### config.mk
export PLATFORM = sky130hd
export DESIGN_NAME = uart_rx_oversample
export DESIGN_NICKNAME = d
export VERILOG_FILES = /design/src/rtl/uart_pkg.sv /design/src/rtl/uart_bit_sampler.sv /design/src/rtl/uart_rx_oversample.sv
export SDC_FILE = /design/constraint.sdc
export NUM_CORES = 1
export LEC_CHECK = 0
export ABC_AREA = 0
export CORE_MARGIN = 2
export CORE_UTILIZATION = 30
export CTS_CLUSTER_DIAMETER = 30
export DETAILED_ROUTE_END_ITERATION = 16
export SLEW_MARGIN = 20
export SYNTH_ARGS = -nofsm -noshare
export SYNTH_HDL_FRONTEND = slang
export SYNTH_SLANG_ARGS = --single-unit
### constraint.sdc
create_clock -name i_Clock -period 2.4 [get_ports i_Clock]
set_clock_uncertainty 0.15 [all_clocks]
set_input_delay 0.36 -clock i_Clock [delete_from_list [all_inputs] [get_ports i_Clock]]
set_output_delay 0.36 -clock i_Clock [all_outputs]
set_load 0.05 [all_outputs]
### src/rtl/uart_pkg.sv
// Shared definitions for the oversampling UART receiver: default line parameters,
// the receive state encoding and the 3-sample majority helper.
package uart_pkg;

    localparam int CLKS_PER_BIT_DEFAULT = 87;
    localparam int PARITY_EN_DEFAULT    = 0;
    localparam int PARITY_ODD_DEFAULT   = 0;

    typedef enum logic [2:0] {
        IDLE       = 3'd0,
        START      = 3'd1,
        DATA       = 3'd2,
        PARITY     = 3'd3,
        STOP       = 3'd4,
        BREAK_WAIT = 3'd5
    } rx_state_t;

    function automatic logic majority3(input logic [2:0] samples);
        return (samples[0] & samples[1]) | (samples[0] & samples[2]) | (samples[1] & samples[2]);
    endfunction

endpackage

### src/rtl/uart_bit_sampler.sv
// Line front end: 2-FF synchroniser plus a 3-point sample window around mid-bit.
// The vote is combinational on the MID+1 strobe cycle so the FSM can act on it at that edge.
module uart_bit_sampler
    import uart_pkg::*;
#(
    parameter int CLKS_PER_BIT = CLKS_PER_BIT_DEFAULT,
    parameter int CW           = $clog2(CLKS_PER_BIT)
) (
    input  logic          clk,
    input  logic          reset,
    input  logic          rx_serial,
    input  logic [CW-1:0] bit_count,
    output logic          rx_synced,
    output logic          vote,
    output logic          sample_strobe
);

    localparam int MID = (CLKS_PER_BIT - 1) / 2;
    localparam logic [CW-1:0] SAMPLE_A = CW'(MID - 1);
    localparam logic [CW-1:0] SAMPLE_B = CW'(MID);
    localparam logic [CW-1:0] SAMPLE_C = CW'(MID + 1);

    logic [1:0] sync_ff;
    logic [1:0] history;

    // Preset to the idle-high level so reset never looks like a start bit.
    always_ff @(posedge clk) begin
        if (reset) begin
            sync_ff <= 2'b11;
        end else begin
            sync_ff <= {sync_ff[0], rx_serial};
        end
    end

    assign rx_synced = sync_ff[1];

    always_ff @(posedge clk) begin
        if (reset) begin
            history <= 2'b11;
        end else if ((bit_count == SAMPLE_A) || (bit_count == SAMPLE_B)) begin
            history <= {history[0], rx_synced};
        end
    end

    // The third sample is the live synced value on the strobe cycle.
    assign sample_strobe = (bit_count == SAMPLE_C);
    assign vote          = majority3({history, rx_synced});

endmodule

### src/rtl/uart_rx_oversample.sv
// UART receiver for 8N1/8E1/8O1 frames with majority-voted bits, parity,
// framing and break detection. Emits a one-cycle valid strobe per frame.
module uart_rx_oversample
    import uart_pkg::*;
#(
    parameter int CLKS_PER_BIT = CLKS_PER_BIT_DEFAULT,
    parameter int PARITY_EN    = PARITY_EN_DEFAULT,
    parameter int PARITY_ODD   = PARITY_ODD_DEFAULT
) (
    input  logic       i_Clock,
    input  logic       i_Reset,
    input  logic       i_Rx_Serial,
    output logic       o_Rx_DV,
    output logic [7:0] o_Rx_Byte,
    output logic       o_Parity_Err,
    output logic       o_Frame_Err,
    output logic       o_Break,
    output logic       o_Rx_Active
);

    localparam int CW = $clog2(CLKS_PER_BIT);
    localparam logic [CW-1:0] LAST_COUNT = CW'(CLKS_PER_BIT - 1);
    localparam logic PAR_EN  = (PARITY_EN != 0);
    localparam logic PAR_ODD = (PARITY_ODD != 0);

    rx_state_t     state;
    logic [CW-1:0] bit_count;
    logic [2:0]    bit_index;
    logic [7:0]    shift_data;
    logic          parity_bit;
    logic          parity_err;

    logic rx_synced;
    logic vote;
    logic sample_strobe;
    logic bit_end;
    logic is_break;

    uart_bit_sampler #(
        .CLKS_PER_BIT (CLKS_PER_BIT),
        .CW           (CW)
    ) sampler (
        .clk           (i_Clock),
        .reset         (i_Reset),
        .rx_serial     (i_Rx_Serial),
        .bit_count     (bit_count),
        .rx_synced     (rx_synced),
        .vote          (vote),
        .sample_strobe (sample_strobe)
    );

    assign bit_end     = (bit_count == LAST_COUNT);
    assign is_break    = (shift_data == 8'h00) && !vote && (!PAR_EN || !parity_bit);
    assign o_Rx_Active = (state != IDLE);

    // The detect cycle counts as count 0 of the start bit, so START begins at count 1.
    // The frame ends at the stop-bit vote; the rest of the stop bit is spent in IDLE
    // so a back-to-back start edge is never missed.
    always_ff @(posedge i_Clock) begin
        if (i_Reset) begin
            state        <= IDLE;
            bit_count    <= '0;
            bit_index    <= '0;
            shift_data   <= '0;
            parity_bit   <= 1'b0;
            parity_err   <= 1'b0;
            o_Rx_DV      <= 1'b0;
            o_Rx_Byte    <= '0;
            o_Parity_Err <= 1'b0;
            o_Frame_Err  <= 1'b0;
            o_Break      <= 1'b0;
        end else begin
            o_Rx_DV      <= 1'b0;
            o_Parity_Err <= 1'b0;
            o_Frame_Err  <= 1'b0;
            o_Break      <= 1'b0;
            bit_count    <= bit_end ? '0 : bit_count + 1'b1;

            case (state)
                IDLE: begin
                    bit_count <= '0;
                    bit_index <= '0;
                    if (!rx_synced) begin
                        state     <= START;
                        bit_count <= CW'(1);
                    end
                end
                START: begin
                    if (sample_strobe && vote) begin
                        state     <= IDLE;
                        bit_count <= '0;
                    end else if (bit_end) begin
                        state <= DATA;
                    end
                end
                DATA: begin
                    if (sample_strobe) begin
                        shift_data <= {vote, shift_data[7:1]};
                    end
                    if (bit_end) begin
                        bit_index <= bit_index + 3'd1;
                        if (bit_index == 3'd7) begin
                            state <= PAR_EN ? PARITY : STOP;
                        end
                    end
                end
                PARITY: begin
                    if (sample_strobe) begin
                        parity_bit <= vote;
                        parity_err <= (((^shift_data) ^ vote) != PAR_ODD);
                    end
                    if (bit_end) begin
                        state <= STOP;
                    end
                end
                STOP: begin
                    if (sample_strobe) begin
                        o_Rx_DV      <= 1'b1;
                        o_Rx_Byte    <= shift_data;
                        o_Parity_Err <= PAR_EN & parity_err;
                        o_Frame_Err  <= !vote;
                        o_Break      <= is_break;
                        bit_count    <= '0;
                        state        <= is_break ? BREAK_WAIT : IDLE;
                    end
                end
                BREAK_WAIT: begin
                    bit_count <= '0;
                    if (rx_synced) begin
                        state <= IDLE;
                    end
                end
                default: begin
                    state     <= IDLE;
                    bit_count <= '0;
                end
            endcase
        end
    end

endmodule
==> results of run 1 <==
-- cell usage after synthesis, drive strengths merged, types with 2 or more instances --
cell and number:
a31oi 3, xor2 3, inv 4, mux2i 17, nand3 6, a211o 2, or4 2, or3b 4
and3 4, nor4 2, dfxtp 36, buf 5, nor2b 4, a21oi 5, nor2 26, or2 3
nand2b 2, o21ai 4, or3 2, ha 6, clkbuf 6, nand4 3, nor3 2, xnor2 2
-- worst max-delay path, cell delays in order (launching register included) --
cell and delay, ns:
sky130_fd_sc_hd__dfxtp_1 0.57, sky130_fd_sc_hd__or3b_1 0.30, sky130_fd_sc_hd__a21oi_1 0.09, sky130_fd_sc_hd__a2111o_1 0.46
sky130_fd_sc_hd__mux2_1 0.33
-- sequential cells by signal, indices dropped and copies added, names as in the netlist --
name and flops:
o_Rx_DV 1, o_Rx_Byte 8, bit_count 7, bit_index 3, sampler.sync_ff 2, state 3
o_Break 1, sampler.history 2, shift_data 8, o_Frame_Err 1
-- power by group through the flow --
stage / logic (mW) / clock network [mW] / registers [mW]
detailed placement: 0.159 / 0 / 0.651
CTS: 0.159 / 0.465 / 0.637
global route: 0.169 / 0.498 / 0.640
finish: 0.157 / 0.448 / 0.637
floorplan: 0.131 / 0 / 0.631
global placement: 0.158 / 0 / 0.649
-- routing by layer --
metal | GRT usage | routed length (um) | part of all wire
met4 | 0.0569 | 70 | 0.022
met1 | 0.149 | 1550 | 0.49
met5 | 0 | 0 | 0
met3 | 0.0341 | 103 | 0.033
met2 | 0.169 | 1420 | 0.45
-- metrics by stage --
stage | utilization | std cells | hold WS, ns | power, mW | setup slack (ns)
global route | 0.368 | 261 | 0.309 | 1.31 | 0.216
detailed placement | 0.351 | 253 | 0.263 | 0.810 | 0.413
finish | 0.368 | 261 | 0.276 | 1.24 | 0.388
floorplan | - | 171 | 0.239 | 0.762 | 0.513
CTS | 0.368 | 261 | 0.280 | 1.26 | 0.396
global placement | 0.351 | 253 | 0.243 | 0.807 | 0.413
-- path summary, 6_finish.rpt --
path / start / endpoint / slack [ns] / cells after the start
min reg2reg: sampler.sync_ff[0]$_SDFF_PP1_ / sampler.sync_ff[1]$_SDFF_PP1_ / 0.28 / 1
max reg2reg: state[0]$_SDFFE_PP0P_ / state[0]$_SDFFE_PP0P_ / 0.39 / 4
min: sampler.sync_ff[0]$_SDFF_PP1_ / sampler.sync_ff[1]$_SDFF_PP1_ / 0.28 / 1
max: state[0]$_SDFFE_PP0P_ / state[0]$_SDFFE_PP0P_ / 0.39 / 4
-- layout make-up --
| class | instances | area (sq um) | area share |
|---|---|---|---|
| multi-input cells | 120 | 893 | 0.446 |
| flip-flops and latches | 36 | 721 | 0.360 |
| repair buffers | 21 | 190 | 0.0949 |
| well taps | 72 | 90.1 | 0.0450 |
| clock buffers | 7 | 86.3 | 0.0431 |
| inverters | 4 | 15.0 | 0.00750 |
| clock inverters | 1 | 7.51 | 0.00375 |
-- logic make-up after synthesis --
| group | count (synthesis) |
|---|---|
| and+or+nand+nor | 66 |
| xor gates and xnor gates | 5 |
| other | 1 |
| buffers and inverters | 15 |
| AOI/OAI and AO/OA | 23 |
| DFF | 36 |
| muxes | 18 |
| adders and majority gates | 7 |
==> summary by stage, run 1 <==
Status
The flow ran to the end, and the final reports show no timing, DRC or antenna violations.

Placement
Input and output buffers added on the ports amount to 14. After legalization and detailed placement, the total HPWL measured 2220 um. The standard cell area after detailed placement is 0.00191 sq mm. The routability congestion estimate is 0.844.

Yosys
The compound-cell area share of the yosys netlist came to 0.105. The synthesized design contains 36 register bits. Measured against the total synthesized area, the mux share comes to 0.108.

The cell type with the highest aggregate area in the netlist is sky130_fd_sc_hd__dfxtp_1. The prevailing post-synth register cell is sky130_fd_sc_hd__dfxtp_1. The share of the yosys chip area belonging to registers is 0.429. The number of unique standard cell types used by synthesis is 45. The fraction of registers with async set or reset after synthesis is 0. The post-synthesis share of cell area spent on xor and xnor gates is 0.0261.

For this run, the number of Yosys warnings is 0. The main combinational cell family by area after synthesis is simple AND/OR/NAND/NOR gates. The share of Yosys cell area claimed by the top area cell type is 0.429. Of the total synthesized cell area, the portion taken by AND, OR, NAND and NOR gates is 0.240.

The cell area that synthesis handed to floorplanning was 0.00168 sq mm. In this run, synthesis inferred 0 flip-flops with an integrated enable. Counting every net in the synthesized netlist gives 180. Synthesis handed over a netlist of 171 instances. The post-synthesis adder-cell area fraction is 0.0507.

Each instance of the synthesized netlist takes up on average 9.82 sq um. By area the synthesized netlist is led by sky130_fd_sc_hd__dfxtp_1 43%, sky130_fd_sc_hd__mux2i_1 10%, sky130_fd_sc_hd__nor2_1 5.8%.

Detailed routing
The number of design rule violations left after detail routing is 0. In the final routed layout, each cell accounts on average for 12.0 um. For this run, the detailed router's first-pass iteration total came to 4. For this block, the routed nets add up to 3150 um of wire. The via count of the routed design is 1,227. The first routing iteration left 47 violations. The via density per instance is 4.70.

The residual antenna-violating net count after detailed routing is 0.

Clocking
The post-CTS clock slew at the launch and capture registers of the worst setup and hold paths is 0.07 ns. The CTS buffer count is 5. The post-CTS setup repair buffer count is 0. The H-tree generated during clock tree synthesis spans 2 levels. The later pin in the worst-skew pair is clocked with a latency of 0.29 ns. The maximum number of buffers from clock root to sink is 2. The tree built by TritonCTS fans out to 36 sinks.

The hold buffer count at cts is 0. Gates resized during post-CTS repair numbered 0. TritonCTS built the clock tree. The cell chosen for the clock root is sky130_fd_sc_hd__clkbuf_8.

Critical path
The endpoint type of the worst setup path is a register. The worst setup path is launched from a register. At the worst endpoint, the required time is 2.43 ns. The class of the most critical setup path is reg2reg. Data on the critical path arrives at its endpoint at 2.04 ns. The top fanout value on the critical path is 12.

Pwr
The power per unit of standard cell area is 620 mW/mm^2. The switching share of total power is 0.268. The combinational group share of total power is 0.126. The internal power component is 909 uW. In this run the static leakage power is 0.732 nW.

The share of total power in the clock network is 0.361. IR analysis of the VDD net gives a maximum drop of 332 uV. The switching power is 333 uW. The sequential power share is 0.513.

Timing
The actual transition at the worst max-transition pin is 0.545 ns. Setup repair after global routing left no endpoint under its margin. The worst pin sits at a relative slew slack of 0.633. The sum of negative setup slack is 0 ns. The time the final worst path needs with I/O delays and setup is 2.01 ns. The count of final max-slew check failures was 0. Dividing the final minimum period by the clock period gives 0.838. Setup violations remaining at the end of the flow were counted as 0. The final count of hold timing violations came to 0. For this run, the top clock speed supported by timing is 497 MHz.

Min path
In this run the worst hold path is classified as reg2reg.

GRT
Entering global routing, the biggest net connects 22 pins. In the global route stage, overall resource usage came out at 0.114. The remaining global-route overflow is 0. The number of global-route vias before repair was 1,138.

The global-route wire length before repair is 5510 um. The number of antenna violations at the first check in global routing came to 0.

Cells and area
Leaving out fill and tap cells, the most frequent cells in the layout are 36 x sky130_fd_sc_hd__dfxtp_1, 26 x sky130_fd_sc_hd__nor2_1, 17 x sky130_fd_sc_hd__mux2i_1. The count of nets after finishing is 197. The fraction of final layout cells with drive strength greater than 1 is 0.143. The number of antenna diodes in the final layout is 0. After routing the design area is 0.00200 sq mm.

The signed area change from the synthesized netlist to the final layout is 19.3%. The most common cell after layout, fill and taps aside is sky130_fd_sc_hd__dfxtp_1. The layout has 566 filler cells.

Floorplanning
In this run the vertical extent of the chip is 78.8 um. The area of the core is 0.00544 sq mm. The number of top-level pins is 16.

The die is 78.8 um wide. The number of rows in the core area is 27. The starting density of the core is 0.309. The floorplan step defined a die boundary enclosing 0.00621 sq mm.

Run
The number of max-capacitance violations reported is 0.
Power figures use the tool's default switching activity.
==> inputs of run 2 (changes only) <==
clock period = 1.8 ns   (was 2.4 ns; I/O delays follow)
==> run 2 against run 1 <==
Compared with the run above:
- the flow now finishes with violations (setup timing)
- routed wire length increased by 8.3%
- die area stayed put
- final area up 18%
- clock power is 58% higher
- first-iteration DRC count shrank 4.3%
- critical endpoint unchanged
- largest cell class unchanged
- largest power group unchanged
==> summary by stage, run 2 (synthesized netlist as in run 1, its figures left out) <==
Cells and area
The largest registers in the layout are o_Rx_Byte (8), shift_data (8), bit_count (7). In the final layout, the share of cells above drive strength 1 is 0.416. The repair_antennas step left the layout with diodes totalling 0.

In the final design database the tool counted 234 nets. The final design utilization is 0.433. From synthesis to final layout, the design area changed by 40.3%. The library cells used most frequently in the layout, excluding fill and tap cells, are 53 x sky130_fd_sc_hd__buf_4, 33 x sky130_fd_sc_hd__dfxtp_1, 25 x sky130_fd_sc_hd__nor2_1. The non-filler instance count after layout is 298. The library cell used most frequently in the layout, excluding fill and tap cells, is sky130_fd_sc_hd__buf_4. The post-route cell area is 0.00236 sq mm.

Critical path
The critical path goes through or4_4 -> or3_4 -> a2111oi_4 -> mux2_4. For this design, the slowest cell found on the critical path is sky130_fd_sc_hd__or4_4. The number of buffers and inverters on the critical path is 0. The critical path is of the reg2reg type. The worst endpoint data arrival time is 1.99 ns. The delay of the slowest critical-path stage is 0.52 ns. The source of the critical timing path is shift_data[4]$_SDFFE_PP0P_.

On the critical path the largest part of the delay comes from simple AND/OR/NAND/NOR gates. The data required time at the worst endpoint is 1.88 ns. STA classifies the critical path startpoint as a register. The top fanout value on the critical path is 2. STA classifies the critical path endpoint as a register.

The startpoint identified for the worst register-to-register timing path is shift_data[4]$_SDFFE_PP0P_.

Floorplanning
Measured along the y axis, the die boundary spans 78.8 um. The initial utilization of the core area, before any placement, comes to 0.309. During I/O placement, the number of pins put on the boundary was 16. The number of rows in the core area is 27. The die covers 0.00621 sq mm.

In this run the standard cell core region covers 0.00544 sq mm. The die is 78.8 um wide.

Pwr
In this run the static leakage power is 0.973 nW. The worst IR drop on VDD is 503 uV. The design draws 1.87 mW. The power per unit of standard cell area is 793 mW/mm^2.

Clocking
TritonCTS created 5 clock buffers. For this design, the CTS-stage hold fixing added 0 buffers. The cell chosen for the clock root is sky130_fd_sc_hd__clkbuf_8. Counting every sink on the clock net gives 36. The post-CTS clock slew at the launch and capture registers of the worst setup and hold paths is 0.08 ns.

The clock insertion delay at the later pin of the skew report is 0.28 ns. Once the clock tree was built, the setup fixing pass inserted 0 buffers. The TritonCTS clock tree is built.

The level count of the clock H-tree is 2. The maximum number of buffers from clock root to sink is 2.

GRT
The number of global-route vias before repair was 1,350. The number of antenna violations at the first check in global routing is 0. Entering global routing, the biggest net connects 15 pins.

The aggregate global-route resource usage is 0.120. The global-route wire length before repair is 5910 um. Summed over all layers, the global routing overflow is 0.

Timing
For the finished layout, the period the worst path requires is 1.91 ns. Setup violations remaining at the end of the flow were counted as 1. The count of final max-slew check failures is 0. Hold is met by 0.269 ns.

The share of the clock period used by the worst path after layout is 1.06. Across all setup checks in the final design, the least slack found is -0.114 ns. Setup repair after global routing could not meet its margin everywhere. The final count of hold timing violations is 0. Static timing analysis puts the maximum clock frequency at 522 MHz.

Placement
Including well taps, the total number of placed cells is 290. Summed over all nets, the half-perimeter wirelength after detailed placement is 2570 um. In this run the tool buffered the top-level ports with 14 buffer cells. In this run the cell area measured after placement is 0.00221 sq mm. The routability congestion estimate is 0.775.

Detailed routing
The wire length after detailed routing is 3410 um. For this run, the detailed router's first-pass iteration total came to 4. The number of design rule violations left after detail routing is 0.

In the final routed layout, each cell accounts on average for 11.4 um. The via density per instance is 4.49. In this run, the number of DRC markers left after iteration 0 of detailed routing was 45.

Summing over every cut layer, the via total after detailed routing is 1,337. Once detail routing completed, the nets flagged for antenna violations numbered 0.

Status
The run finished, with violations left. The final reports fail on setup timing.

Min path
The startpoint identified for the worst hold timing path is sampler.sync_ff[0]$_SDFF_PP1_. In this run the worst hold path is classified as reg2reg.

Run
The number of max-capacitance violations reported is 0.
[run 2: changes by cell type in the layout (fill, tap and decap cells not counted), moves of 2 or more]
cell                              delta
sky130_fd_sc_hd__dfxtp_1             -3
sky130_fd_sc_hd__buf_12              +2
sky130_fd_sc_hd__or3b_1              -3
sky130_fd_sc_hd__clkdlybuf4s50_1    -11
sky130_fd_sc_hd__dfxtp_2             +3
sky130_fd_sc_hd__buf_4              +45
sky130_fd_sc_hd__or3b_4              +3
sky130_fd_sc_hd__ha_2                +2
sky130_fd_sc_hd__ha_1                -2
[run 2: power by group]
| part | internal [mW] | leakage, nW | switching [mW] |
|---|---|---|---|
| Clock | 0.410 | 0.0541 | 0.296 |
| Combinational | 0.174 | 0.627 | 0.163 |
| Sequential | 0.813 | 0.292 | 0.0144 |
[run 2: timing repair]
item                                    4_1_cts  5_1_grt
endpoints found under the setup margin       12       21
gates resized for setup                       4       10
pin swaps                                     1        2
[run 2: layout make-up]
cell class	instances	area, sq um
inverters	4	15.0
repair buffers	58	469
clock inverters	3	42.5
fillers	517	3080
multi-input cells	120	946
clock buffers	5	68.8
well taps	72	90.1
flip-flops and latches	36	724
[run 2: final timing paths]
kind / endpoint / slack, ns / cells past startpoint
max: state[0]$_SDFFE_PP0P_ / -0.11 / 4
min: sampler.sync_ff[1]$_SDFF_PP1_ / 0.27 / 1
max reg2reg: state[0]$_SDFFE_PP0P_ / -0.11 / 4
min reg2reg: sampler.sync_ff[1]$_SDFF_PP1_ / 0.27 / 1
[run 2: metal layers]
layer	up-vias	global-route usage	part of all wire
met5	-	0	0
met1	613	0.149	0.50
met4	0	0.0621	0.012
met2	15	0.192	0.46
met3	2	0.0307	0.020
li1	707	-	-
[run 2: worst reg2reg max path: stages (launching register included)]
cell                        delay (ns)
sky130_fd_sc_hd__dfxtp_2          0.32
sky130_fd_sc_hd__or4_4            0.52
sky130_fd_sc_hd__or3_4            0.39
sky130_fd_sc_hd__a2111oi_4        0.29
sky130_fd_sc_hd__mux2_4           0.19
[run 2: stage by stage]
stage | setup TNS, ns | setup slack (ns)
after CTS | -0.121 | -0.121
final | -0.114 | -0.114
after global placement | -0.340 | -0.0813
after global routing | -0.707 | -0.186
after floorplan | -0.471 | -0.0738
after detailed placement | -0.311 | -0.0996
